$ cat src/rtl/display_pkg.sv
// Shared display constants and helpers for the multiplexed 7-segment scanner.
// Contents: digit/segment widths, the blank segment pattern, the scan-state
// enum (one state per digit position) and the leading-zero blanking helper.
package display_pkg;

  localparam int NUM_DIGITS = 4;
  localparam int DIGIT_W    = 4;
  localparam int SEG_W      = 7;
  localparam logic [SEG_W-1:0] SEG_BLANK = 7'b1111111;

  typedef enum logic [1:0] {
    DIG0 = 2'd0,
    DIG1 = 2'd1,
    DIG2 = 2'd2,
    DIG3 = 2'd3
  } scan_state_e;

  // True when digit idx (idx >= 1) and every more significant digit is zero.
  // Digit 0 always stays lit so an all-zero value still shows "0".
  function automatic logic lz_blank(input logic [NUM_DIGITS*DIGIT_W-1:0] disp,
                                    input logic [1:0] idx);
    logic all_zero;
    all_zero = 1'b1;
    for (int i = 0; i < NUM_DIGITS; i++) begin
      if (i >= int'(idx) && disp[DIGIT_W*i +: DIGIT_W] != 4'h0)
        all_zero = 1'b0;
    end
    return (idx != 2'd0) && all_zero;
  endfunction

endpackage

$ cat src/rtl/display_scan_if.sv
// Value handshake between a producer and the display scanner.
//   value_i : four BCD nibbles, [3:0] is digit 0
//   valid_i : value_i is offered
//   ready_o : scanner's pending slot is free; transfer on valid_i && ready_o
interface display_scan_if;
  import display_pkg::*;

  logic [NUM_DIGITS*DIGIT_W-1:0] value_i;
  logic                          valid_i;
  logic                          ready_o;

  modport master (output value_i, output valid_i, input  ready_o);
  modport slave  (input  value_i, input  valid_i, output ready_o);

endinterface

$ cat src/rtl/display_scan_sev_seg.sv
// sev_seg: BCD to active-low 7-segment decoder, seg[6]=segA .. seg[0]=segG.
//   data : BCD nibble
//   seg  : segment pattern; non-BCD codes decode to all segments off
module sev_seg
  import display_pkg::*;
(
  input  logic [DIGIT_W-1:0] data,
  output logic [SEG_W-1:0]   seg
);

  always_comb begin
    seg = SEG_BLANK;
    case (data)
      4'd0: seg = 7'b0000001;
      4'd1: seg = 7'b1001111;
      4'd2: seg = 7'b0010010;
      4'd3: seg = 7'b0000110;
      4'd4: seg = 7'b1001100;
      4'd5: seg = 7'b0100100;
      4'd6: seg = 7'b0100000;
      4'd7: seg = 7'b0001111;
      4'd8: seg = 7'b0000000;
      4'd9: seg = 7'b0000100;
      default: seg = SEG_BLANK;
    endcase
  end

endmodule

$ cat src/rtl/display_scan.sv
// display_scan: time-multiplexed 4-digit 7-segment driver with a one-deep
// pending slot so new values only take effect at frame boundaries.
//
//   state | meaning
//   DIG0  | digit 0 is being driven
//   DIG1  | digit 1 is being driven
//   DIG2  | digit 2 is being driven
//   DIG3  | digit 3 is being driven; its last cycle is the frame boundary
//
// Ports:
//   clk, rst_n  : clock, asynchronous active-low reset
//   bus         : value/valid/ready handshake (slave side)
//   blank_lz_i  : leading-zero blanking enable
//   digit_o     : BCD nibble of the scanned digit
//   seg_o       : active-low segments, [6]=segA
//   an_o        : active-low digit enables
//   frame_o     : pulse on the last cycle of each full scan
module display_scan
  import display_pkg::*;
#(
  parameter int REFRESH_DIV = 50000
) (
  input  logic                 clk,
  input  logic                 rst_n,
  display_scan_if.slave        bus,
  input  logic                 blank_lz_i,
  output logic [DIGIT_W-1:0]   digit_o,
  output logic [SEG_W-1:0]     seg_o,
  output logic [NUM_DIGITS-1:0] an_o,
  output logic                 frame_o
);

  localparam int PW = $clog2(REFRESH_DIV);
  localparam logic [PW-1:0] PRE_LAST = PW'(REFRESH_DIV - 1);

  logic [PW-1:0]                  pre;
  scan_state_e                    state, state_nxt;
  logic [1:0]                     idx;
  logic [NUM_DIGITS*DIGIT_W-1:0]  disp;
  logic [NUM_DIGITS*DIGIT_W-1:0]  pend;
  logic                           pend_vld;
  logic                           pre_wrap;
  logic                           boundary;
  logic                           xfer;
  logic [SEG_W-1:0]               seg_raw;
  logic                           blank;

  assign pre_wrap = (pre == PRE_LAST);
  assign idx      = state;
  assign boundary = pre_wrap && (state == DIG3);
  assign frame_o  = boundary;

  always_ff @(posedge clk or negedge rst_n) begin
    if (!rst_n)
      pre <= '0;
    else if (pre_wrap)
      pre <= '0;
    else
      pre <= pre + 1'b1;
  end

  always_ff @(posedge clk or negedge rst_n) begin
    if (!rst_n)
      state <= DIG0;
    else
      state <= state_nxt;
  end

  always_comb begin
    state_nxt = state;
    an_o      = '1;
    if (pre_wrap) begin
      case (state)
        DIG0:    state_nxt = DIG1;
        DIG1:    state_nxt = DIG2;
        DIG2:    state_nxt = DIG3;
        DIG3:    state_nxt = DIG0;
        default: state_nxt = DIG0;
      endcase
    end
    // First cycle of each digit is a guard with all anodes off to avoid ghosting.
    if (pre != '0)
      an_o[idx] = 1'b0;
  end

  // pend_vld is set only when ready, so a boundary copy and a new capture
  // never coincide; a capture on the boundary cycle waits a full frame.
  assign bus.ready_o = !pend_vld;
  assign xfer        = bus.valid_i && bus.ready_o;

  always_ff @(posedge clk or negedge rst_n) begin
    if (!rst_n) begin
      disp     <= '0;
      pend     <= '0;
      pend_vld <= 1'b0;
    end else if (boundary && pend_vld) begin
      disp     <= pend;
      pend_vld <= 1'b0;
    end else if (xfer) begin
      pend     <= bus.value_i;
      pend_vld <= 1'b1;
    end
  end

  assign digit_o = disp[{idx, 2'b00} +: DIGIT_W];

  sev_seg u_sev_seg (
    .data (digit_o),
    .seg  (seg_raw)
  );

  assign blank = (digit_o > 4'd9) || (blank_lz_i && lz_blank(disp, idx));
  assign seg_o = blank ? SEG_BLANK : seg_raw;

endmodule

$ cat src/flat_wrapper.sv
// flat-port wrapper written by rule: the top's interface ports become plain ports
module display_scan_flat import display_pkg::*;
#(
  parameter int REFRESH_DIV = 50000
)
  (clk, rst_n, blank_lz_i, digit_o, seg_o, an_o, frame_o, bus_value_i, bus_valid_i, bus_ready_o);
  display_scan_if bus_i ();
  input  logic clk;
  input  logic rst_n;
  input  logic blank_lz_i;
  output logic [DIGIT_W-1:0] digit_o;
  output logic [SEG_W-1:0] seg_o;
  output logic [NUM_DIGITS-1:0] an_o;
  output logic frame_o;
  input wire logic [$bits(bus_i.value_i)-1:0] bus_value_i;
  input wire logic [$bits(bus_i.valid_i)-1:0] bus_valid_i;
  output wire logic [$bits(bus_i.ready_o)-1:0] bus_ready_o;
  assign bus_i.value_i = bus_value_i;
  assign bus_i.valid_i = bus_valid_i;
  assign bus_ready_o = bus_i.ready_o;
  display_scan #(.REFRESH_DIV(REFRESH_DIV)) u_core (.clk(clk), .rst_n(rst_n), .bus(bus_i), .blank_lz_i(blank_lz_i), .digit_o(digit_o), .seg_o(seg_o), .an_o(an_o), .frame_o(frame_o));
endmodule
$ cat config.mk
export PLATFORM = sky130hd
export DESIGN_NAME = display_scan_flat
export DESIGN_NICKNAME = d
export VERILOG_FILES = /design/src/rtl/display_pkg.sv /design/src/rtl/display_scan_if.sv /design/src/rtl/display_scan_sev_seg.sv /design/src/rtl/display_scan.sv /design/src/flat_wrapper.sv
export SDC_FILE = /design/constraint.sdc
export NUM_CORES = 1
export LEC_CHECK = 0
export BUFFER_PORTS_ARGS = -buffer_cell sky130_fd_sc_hd__buf_2
export CAP_MARGIN = 15
export CORE_ASPECT_RATIO = 0.6
export CORE_MARGIN = 2
export CORE_UTILIZATION = 35
export CTS_BUF_LIST = sky130_fd_sc_hd__clkbuf_8
export CTS_CLUSTER_DIAMETER = 100
export DETAILED_ROUTE_END_ITERATION = 6
export PLACE_DENSITY_LB_ADDON = 0.15
export SETUP_SLACK_MARGIN = 0.05
export SLEW_MARGIN = 20
export SYNTH_ARGS = -nofsm -noshare
export SYNTH_HDL_FRONTEND = slang
export SYNTH_SLANG_ARGS = --single-unit
$ cat constraint.sdc
create_clock -name clk -period 2 [get_ports clk]
set_clock_uncertainty 0.1 [all_clocks]
set_input_delay 0.2 -clock clk [delete_from_list [all_inputs] [get_ports clk]]
set_output_delay 0.2 -clock clk [all_outputs]
set_load 0.005 [all_outputs]
# [Word-level counts from Yosys, hierarchy flattened]
# Memories as Yosys holds them, arrays and structs flattened.
# Cells that the tools add are included.
[totals] reg_bits=51 mem_count=1 mem_bits_ro=112 out_inout_bits=17 ram_bits=0 elab_cells=52 latch_bits=0
[memory_table] memory="(no name shown)" depth=16 word_bits=7 read_ports=1 rd_ports_with_merged_regs=0 write_ports=0 line_no="display_scan_sev_seg.sv:13" source="case (data)"
[classes] reduce_logical=20 n_mux=12 n_eq_ne=4 n_div=0 magnitude_cmp=6 n_addsub=1 shifts=1 n_bitwise=2 n_mul=0
[ops] op="$add A16 B1 Y16 const B" count=1
[ops] op="$eq A16 B16 Y1 const B" count=1
[ops] op="$mux W16" count=1
[ops] op="$reduce_bool A16 Y1" count=1
[ops] op="$reduce_bool A4 Y1" count=4
[ops] op="$shiftx A16 B5 Y4" count=1
[ops] op="$logic_and A1 B1 Y1" count=9
[ops] op="$pmux W2 S4" count=1
[ops] op="$mux W1" count=7
[ops] op="$mux W7" count=1
[ops] op="$eq A2 B2 Y1 const B" count=2
[ops] op="$ge A1 B2 Y1 const A" count=2
[ops] op="$gt A4 B4 Y1 const B" count=1
[ops] op="$mux W4" count=1
[ops] op="$not A4 Y4" count=1
[ops] op="$reduce_bool A2 Y1" count=2
[ops] op="$lt A2 B3 Y1 const B" count=1
[ops] op="$demux W1 S2" count=1
[ops] op="$eq A2 B1 Y1 const B" count=1
[ops] op="$ge A2 B1 Y1 const B" count=1
[ops] op="$ge A2 B2 Y1 const A" count=1
[ops] op="$logic_not A2 Y1" count=1
[ops] op="$reduce_and A2 Y1" count=1
[ops] op="$logic_not A1 Y1" count=1
[ops] op="other kinds (2)" count=2

# [Longest topological paths before layout]
[logic_depth] ltp_word=10 ltp_mapped=8

# [Modules after synthesis]
# Synthesis repeated with hierarchy kept, for this count alone.
[unflattened] hier_cells=226 hier_area_um2=2622.5
[modules_own_cells] mod="display_scan" n_inst=1 area_each_um2=2408.6 seq_area_each_um2=1276.2 cells_each=194
[modules_own_cells] mod="sev_seg" n_inst=1 area_each_um2=214.0 seq_area_each_um2=0.0 cells_each=32

# [Worst setup path before layout]
# Ideal clock, no wire load.
[synth_path] kind="register to output" startpoint="register u_core.state[0] (netlist: u_core.idx[0])" endpoint="output port seg_o[3]" t_required_ps=1700 setup_slack_ps=-175 t_arrival_ps=1875 stages_incl_launch_ff=9 cell_sequence="dfrtp_1 buf_2 mux4_2 inv_1 ha_1 nor2_1 o21ai_1 o21a_1 nand3_1"
[synth_between] word_cells_on_any_way=18
[synth_rtl] item="start: declaration" line_no="display_scan.sv:37" source="scan_state_e state, state_nxt;"
[synth_rtl] item="start signal: assignment" line_no="display_scan.sv:66" source="state <= state_nxt;"
[synth_rtl] item="$shiftx A16 B5 Y4 (*)" line_no="display_scan.sv:105" source="assign digit_o = disp[{idx, 2'b00} +: DIGIT_W];"
[synth_rtl] item="named net digit_o[1]" line_no="flat_wrapper.sv:11" source="output logic [DIGIT_W-1:0] digit_o;"
[synth_rtl] item="$gt A4 B4 Y1" line_no="display_scan.sv:112" source="assign blank = (digit_o > 4'd9) || (blank_lz_i && lz_blank(disp, idx));"
[synth_rtl] item="$logic_or A1 B1 Y1" line_no="display_scan.sv:112"
[synth_rtl] item="$mux W7 (*)" line_no="display_scan.sv:113" source="assign seg_o = blank ? SEG_BLANK : seg_raw;"
[synth_rtl] item="end: declaration" line_no="flat_wrapper.sv:12" source="output logic [SEG_W-1:0] seg_o;"
# The timed path passes the listed nets; every way through them passes the cells marked *.

# [Final worst setup path]
[layout_path] startpoint="register u_core.state[0] (netlist: u_core.idx[0])" endpoint="output port seg_o[4]"
[layout_between] elab_chain_cells=10 word_cells_on_any_way=18
[layout_lines] item="branches (longest 9 deep; another with $mem_v2 Z16 W7)"
[layout_lines] item="$mux W7 (*)" line_no="display_scan.sv:113"
# Every way passes the cells marked *.

==> impl_metrics.prom <==
# TYPE chip_impl_metric gauge
chip_impl_info{name="run_status",value="finished with violations"} 1
chip_impl_info{name="failed_checks",value="negative setup slack"} 1
chip_impl_metric{name="synth_largest_type_area_fraction",unit="%"} 47.9
chip_impl_metric{name="report.power.total",unit="mW"} 1.79
chip_impl_metric{name="dpl_worst_slack",unit="ns"} -0.195
chip_impl_metric{name="groute.layer.met1.usage",unit="%"} 26.3
chip_impl_metric{name="io_pins",unit=""} 37
chip_impl_metric{name="fp.dieH",unit="µm"} 71.6
chip_impl_metric{name="nNetsFinal",unit=""} 327
chip_impl_metric{name="avgRoutedWirePerCell",unit="µm"} 14.9
chip_impl_metric{name="fin_hold_ws",unit="ns"} 0.0210
chip_impl_metric{name="drv_slew",unit=""} 0
chip_impl_metric{name="detail-route-antenna-nets",unit=""} 0
chip_impl_info{name="rr_startpoint",value="u_core.pre[1]$_DFF_PN0_"} 1
chip_impl_metric{name="worstPathArrival",unit="ns"} 2.13
chip_impl_metric{name="initial_utilization",unit="%"} 36.4
chip_impl_metric{name="floorplan.rows",unit=""} 24
chip_impl_info{name="synth_area_leader_cell",value="sky130_fd_sc_hd__dfrtp_1"} 1
chip_impl_metric{name="totalWireLength",unit="µm"} 5970
chip_impl_metric{name="setup_total_negative_slack",unit="ns"} -3.05
chip_impl_metric{name="synth.net_count",unit=""} 250
chip_impl_metric{name="drtPass1Iterations",unit=""} 4
chip_impl_metric{name="overflow",unit=""} 0
chip_impl_metric{name="synthToLayoutAreaGrowth",unit="%"} 30.7
chip_impl_metric{name="clock_tree.htree_level_count",unit=""} 2
chip_impl_metric{name="gpl.final_weighted_congestion",unit=""} 0.811
chip_impl_metric{name="synth_enable_flop_cells",unit=""} 0
chip_impl_metric{name="timing.reg2reg.setup_slack",unit="ns"} 0.16
chip_impl_metric{name="total_switching_power",unit="mW"} 0.414
chip_impl_metric{name="cts_inserted_buffers",unit=""} 5
chip_impl_metric{name="fp.dieArea",unit="µm²"} 8350
chip_impl_metric{name="grt_util_all_layers",unit="%"} 15.3
chip_impl_metric{name="detailed_place.area",unit="µm²"} 3170
chip_impl_metric{name="floorplan.core_area",unit="µm²"} 7330
chip_impl_metric{name="asyncSetResetFlopFracSynth",unit="%"} 100
chip_impl_metric{name="ys_seq_elements",unit=""} 51
chip_impl_metric{name="yosysSeqAreaShare",unit="%"} 47.9
chip_impl_metric{name="drt_iter0_markers",unit=""} 104
chip_impl_metric{name="syn_area_per_cell",unit="µm²"} 12.2
chip_impl_metric{name="max_freq",unit="GHz"} 0.412
chip_impl_metric{name="power_density_over_the_cells",unit="nW/µm²"} 513
chip_impl_info{name="most_frequent_cells_in_the_layout",value="48 x sky130_fd_sc_hd__dfrtp_1, 34 x sky130_fd_sc_hd__buf_2, 33 x sky130_fd_sc_hd__buf_4"} 1
chip_impl_info{name="yosys_most_used_dff",value="sky130_fd_sc_hd__dfrtp_1"} 1
chip_impl_metric{name="port_buffers",unit=""} 36
chip_impl_metric{name="synth.cell_area",unit="µm²"} 2670
chip_impl_metric{name="power.sequential.fraction",unit="%"} 61.3
chip_impl_metric{name="clock-sinks",unit=""} 51
chip_impl_metric{name="post_route_cells_drive_above_1_share",unit="%"} 48.3
chip_impl_info{name="synth.area.top_cells",value="sky130_fd_sc_hd__dfrtp_1 48%, sky130_fd_sc_hd__mux2_2 10%, sky130_fd_sc_hd__ha_1 5.6%"} 1
chip_impl_metric{name="worstPathRequired",unit="ns"} 1.70
chip_impl_metric{name="grt.met2_usage",unit="%"} 19.5
chip_impl_info{name="timing.hold.worst.class",value="in2reg"} 1
chip_impl_info{name="rsz0062_at_grt",value="yes"} 1
chip_impl_metric{name="power.share.switching",unit="%"} 23.2
chip_impl_metric{name="ys_types",unit=""} 42
chip_impl_metric{name="power_frac_comb",unit="%"} 4.7
chip_impl_metric{name="clk_latency",unit="ns"} 0.30
chip_impl_metric{name="clock_power_share",unit="%"} 34.0
chip_impl_info{name="timing.critical_path.to",value="seg_o[4]"} 1
chip_impl_metric{name="die_width",unit="µm"} 117
chip_impl_metric{name="drv.max_cap_violation_count",unit=""} 0
chip_impl_info{name="clk_root_buffer_cell",value="sky130_fd_sc_hd__clkbuf_8"} 1
chip_impl_info{name="critPathCaptureType",value="primary output"} 1
chip_impl_metric{name="fill_cells",unit=""} 694
chip_impl_metric{name="worstRegToRegCells",unit=""} 6
chip_impl_info{name="worstSetupStartpoint",value="u_core.idx[0]$_DFFE_PN0N_"} 1
chip_impl_metric{name="layout_min_cycle_time",unit="ns"} 2.43
chip_impl_metric{name="leakagePower",unit="nW"} 1.67
chip_impl_metric{name="number_of_global_route_vias_before_repair",unit=""} 1849
chip_impl_info{name="timing_worst_setup_path_type",value="reg2out"} 1
chip_impl_info{name="critical_path.startpoint_type",value="register"} 1
chip_impl_metric{name="grt_first_pass_wirelength",unit="µm"} 9720
chip_impl_info{name="worst_r2r_endpoint",value="u_core.disp[13]$_DFFE_PN0P_"} 1
chip_impl_metric{name="via_count",unit=""} 1946
chip_impl_metric{name="intPower",unit="mW"} 1.37
chip_impl_metric{name="timing.final.setup_violations",unit=""} 9
chip_impl_info{name="final_common_cell",value="sky130_fd_sc_hd__dfrtp_1"} 1
chip_impl_metric{name="final-hold-violation-count",unit=""} 0
chip_impl_metric{name="yosys_synthesis_warning_count",unit=""} 0
chip_impl_metric{name="worst_slew_pin_slew",unit="ns"} 0.554
chip_impl_metric{name="cts_max_path_buffers",unit=""} 2
chip_impl_metric{name="detailedPlacementHpwl",unit="µm"} 4370
chip_impl_metric{name="stdcell_area",unit="µm²"} 3480
chip_impl_metric{name="grt_start_max_net_pins",unit=""} 24
chip_impl_info{name="global_route.peak_usage_layer",value="met1"} 1
chip_impl_info{name="cts_tree",value="built"} 1
chip_impl_metric{name="period_share",unit="%"} 121
chip_impl_metric{name="path_clk_slew",unit="ns"} 0.10
chip_impl_metric{name="drc",unit=""} 0
chip_impl_metric{name="timing.max_slew.rel_slack",unit="%"} 63.0
chip_impl_metric{name="path_max_fanout",unit=""} 4
chip_impl_metric{name="vias_per_cell",unit=""} 4.87
chip_impl_metric{name="max-vdd-ir-drop",unit="µV"} 316
chip_impl_metric{name="insertedDiodeCount",unit=""} 0
chip_impl_metric{name="initial_antenna_violation_count",unit=""} 0
chip_impl_metric{name="grtUsageMet3",unit="%"} 3.30
chip_impl_metric{name="setup_ws",unit="ns"} -0.426
chip_impl_metric{name="synth_cells",unit=""} 218
[layer usage]
metal	share of wire (%)	wire length (µm)
met1	55	3300
met2	39	2320
met3	5.7	339
met4	0.25	15
met5	0	0
[state kept, by name, summed over array words and instances, names as in the netlist]
| signal | count |
|---|---|
| u_core.disp | 16 |
| u_core.idx | 2 |
| u_core.pend | 16 |
| u_core.pend_vld | 1 |
| u_core.pre | 16 |
[repair_timing]
| item | 4_1_cts | 5_1_grt |
|---|---|---|
| pin swaps | 13 | 3 |
| setup endpoints to repair | 16 | 21 |
| gates cloned | 1 | 0 |
| setup buffers | 10 | 2 |
| hold endpoints to repair | 22 | 0 |
| hold buffers | 2 | 0 |
| resized for setup | 17 | 6 |
[stage by stage]
step                cells  util [%]
finish                400      47.5
detailed placement    377      43.2
global placement      377      43.2
floorplan             218         -
global route          400      47.5
CTS                   398      47.1
[Yosys cell counts, types with 6 or more instances]
cell / number
sky130_fd_sc_hd__mux2_2: 24
sky130_fd_sc_hd__ha_1: 12
sky130_fd_sc_hd__inv_1: 12
sky130_fd_sc_hd__xor2_1: 6
sky130_fd_sc_hd__nor2_1: 12
sky130_fd_sc_hd__dfrtp_1: 51
sky130_fd_sc_hd__nand3_1: 6
sky130_fd_sc_hd__xnor2_1: 7
sky130_fd_sc_hd__nand2_1: 11
sky130_fd_sc_hd__mux2_4: 9
[cells by family (layout without fill, tap and decap cells)]
| group | count (synthesis) | after routing | synth area share, % |
|---|---|---|---|
| and+or+nand+nor | 66 | 66 | 15.6 |
| DFF | 51 | 51 | 47.9 |
| muxes | 39 | 40 | 19.3 |
| adders and majority gates | 12 | 12 | 5.63 |
| AOI/OAI and AO/OA | 18 | 18 | 3.94 |
| buffers and inverters | 19 | 96 | 3.29 |
| xor gates and xnor gates | 13 | 13 | 4.27 |
[critical path, stage by stage, from the launching register on]
cell and delay [ns]:
sky130_fd_sc_hd__dfrtp_2 0.42, sky130_fd_sc_hd__mux4_2 0.58, sky130_fd_sc_hd__buf_4 0.17, sky130_fd_sc_hd__ha_1 0.19
sky130_fd_sc_hd__nor2b_1 0.13, sky130_fd_sc_hd__o22ai_1 0.14, sky130_fd_sc_hd__nand2_1 0.07, sky130_fd_sc_hd__buf_2 0.12
[area by class of cell]
type / count / area (µm²) / area share [%]
clock buffers: 5 / 68.8 / 1.98
clock inverters: 3 / 22.5 / 0.647
inverters: 12 / 50.0 / 1.44
multi-input cells: 149 / 1410 / 40.4
flip-flops and latches: 51 / 1280 / 36.7
well taps: 104 / 130 / 3.74
repair buffers: 76 / 526 / 15.1
[worst min path at each step]
stage	cells past startpoint	slack [ns]	startpoint	to
floorplan	0	-0.20	rst_n	u_core.disp[0]$_DFFE_PN0P_
global placement	1	0.12	rst_n	u_core.pre[10]$_DFF_PN0_
detailed placement	1	0.11	rst_n	u_core.pre[10]$_DFF_PN0_
CTS	2	0.01	bus_value_i[6]	u_core.pend[6]$_DFFE_PN0P_
global route	2	0.007	bus_value_i[11]	u_core.pend[11]$_DFFE_PN0P_
finish	2	0.02	bus_value_i[1]	u_core.pend[1]$_DFFE_PN0P_
[power by group through the flow]
stage	clock network, mW	logic, mW	registers (mW)
after floorplan	0	0.0376	1.11
after global placement	0	0.0807	1.12
after detailed placement	0	0.0843	1.12
after CTS	0.630	0.0873	1.10
after global routing	0.691	0.0973	1.10
final	0.608	0.0843	1.09
Note: power is estimated with default switching activity, not from simulation.
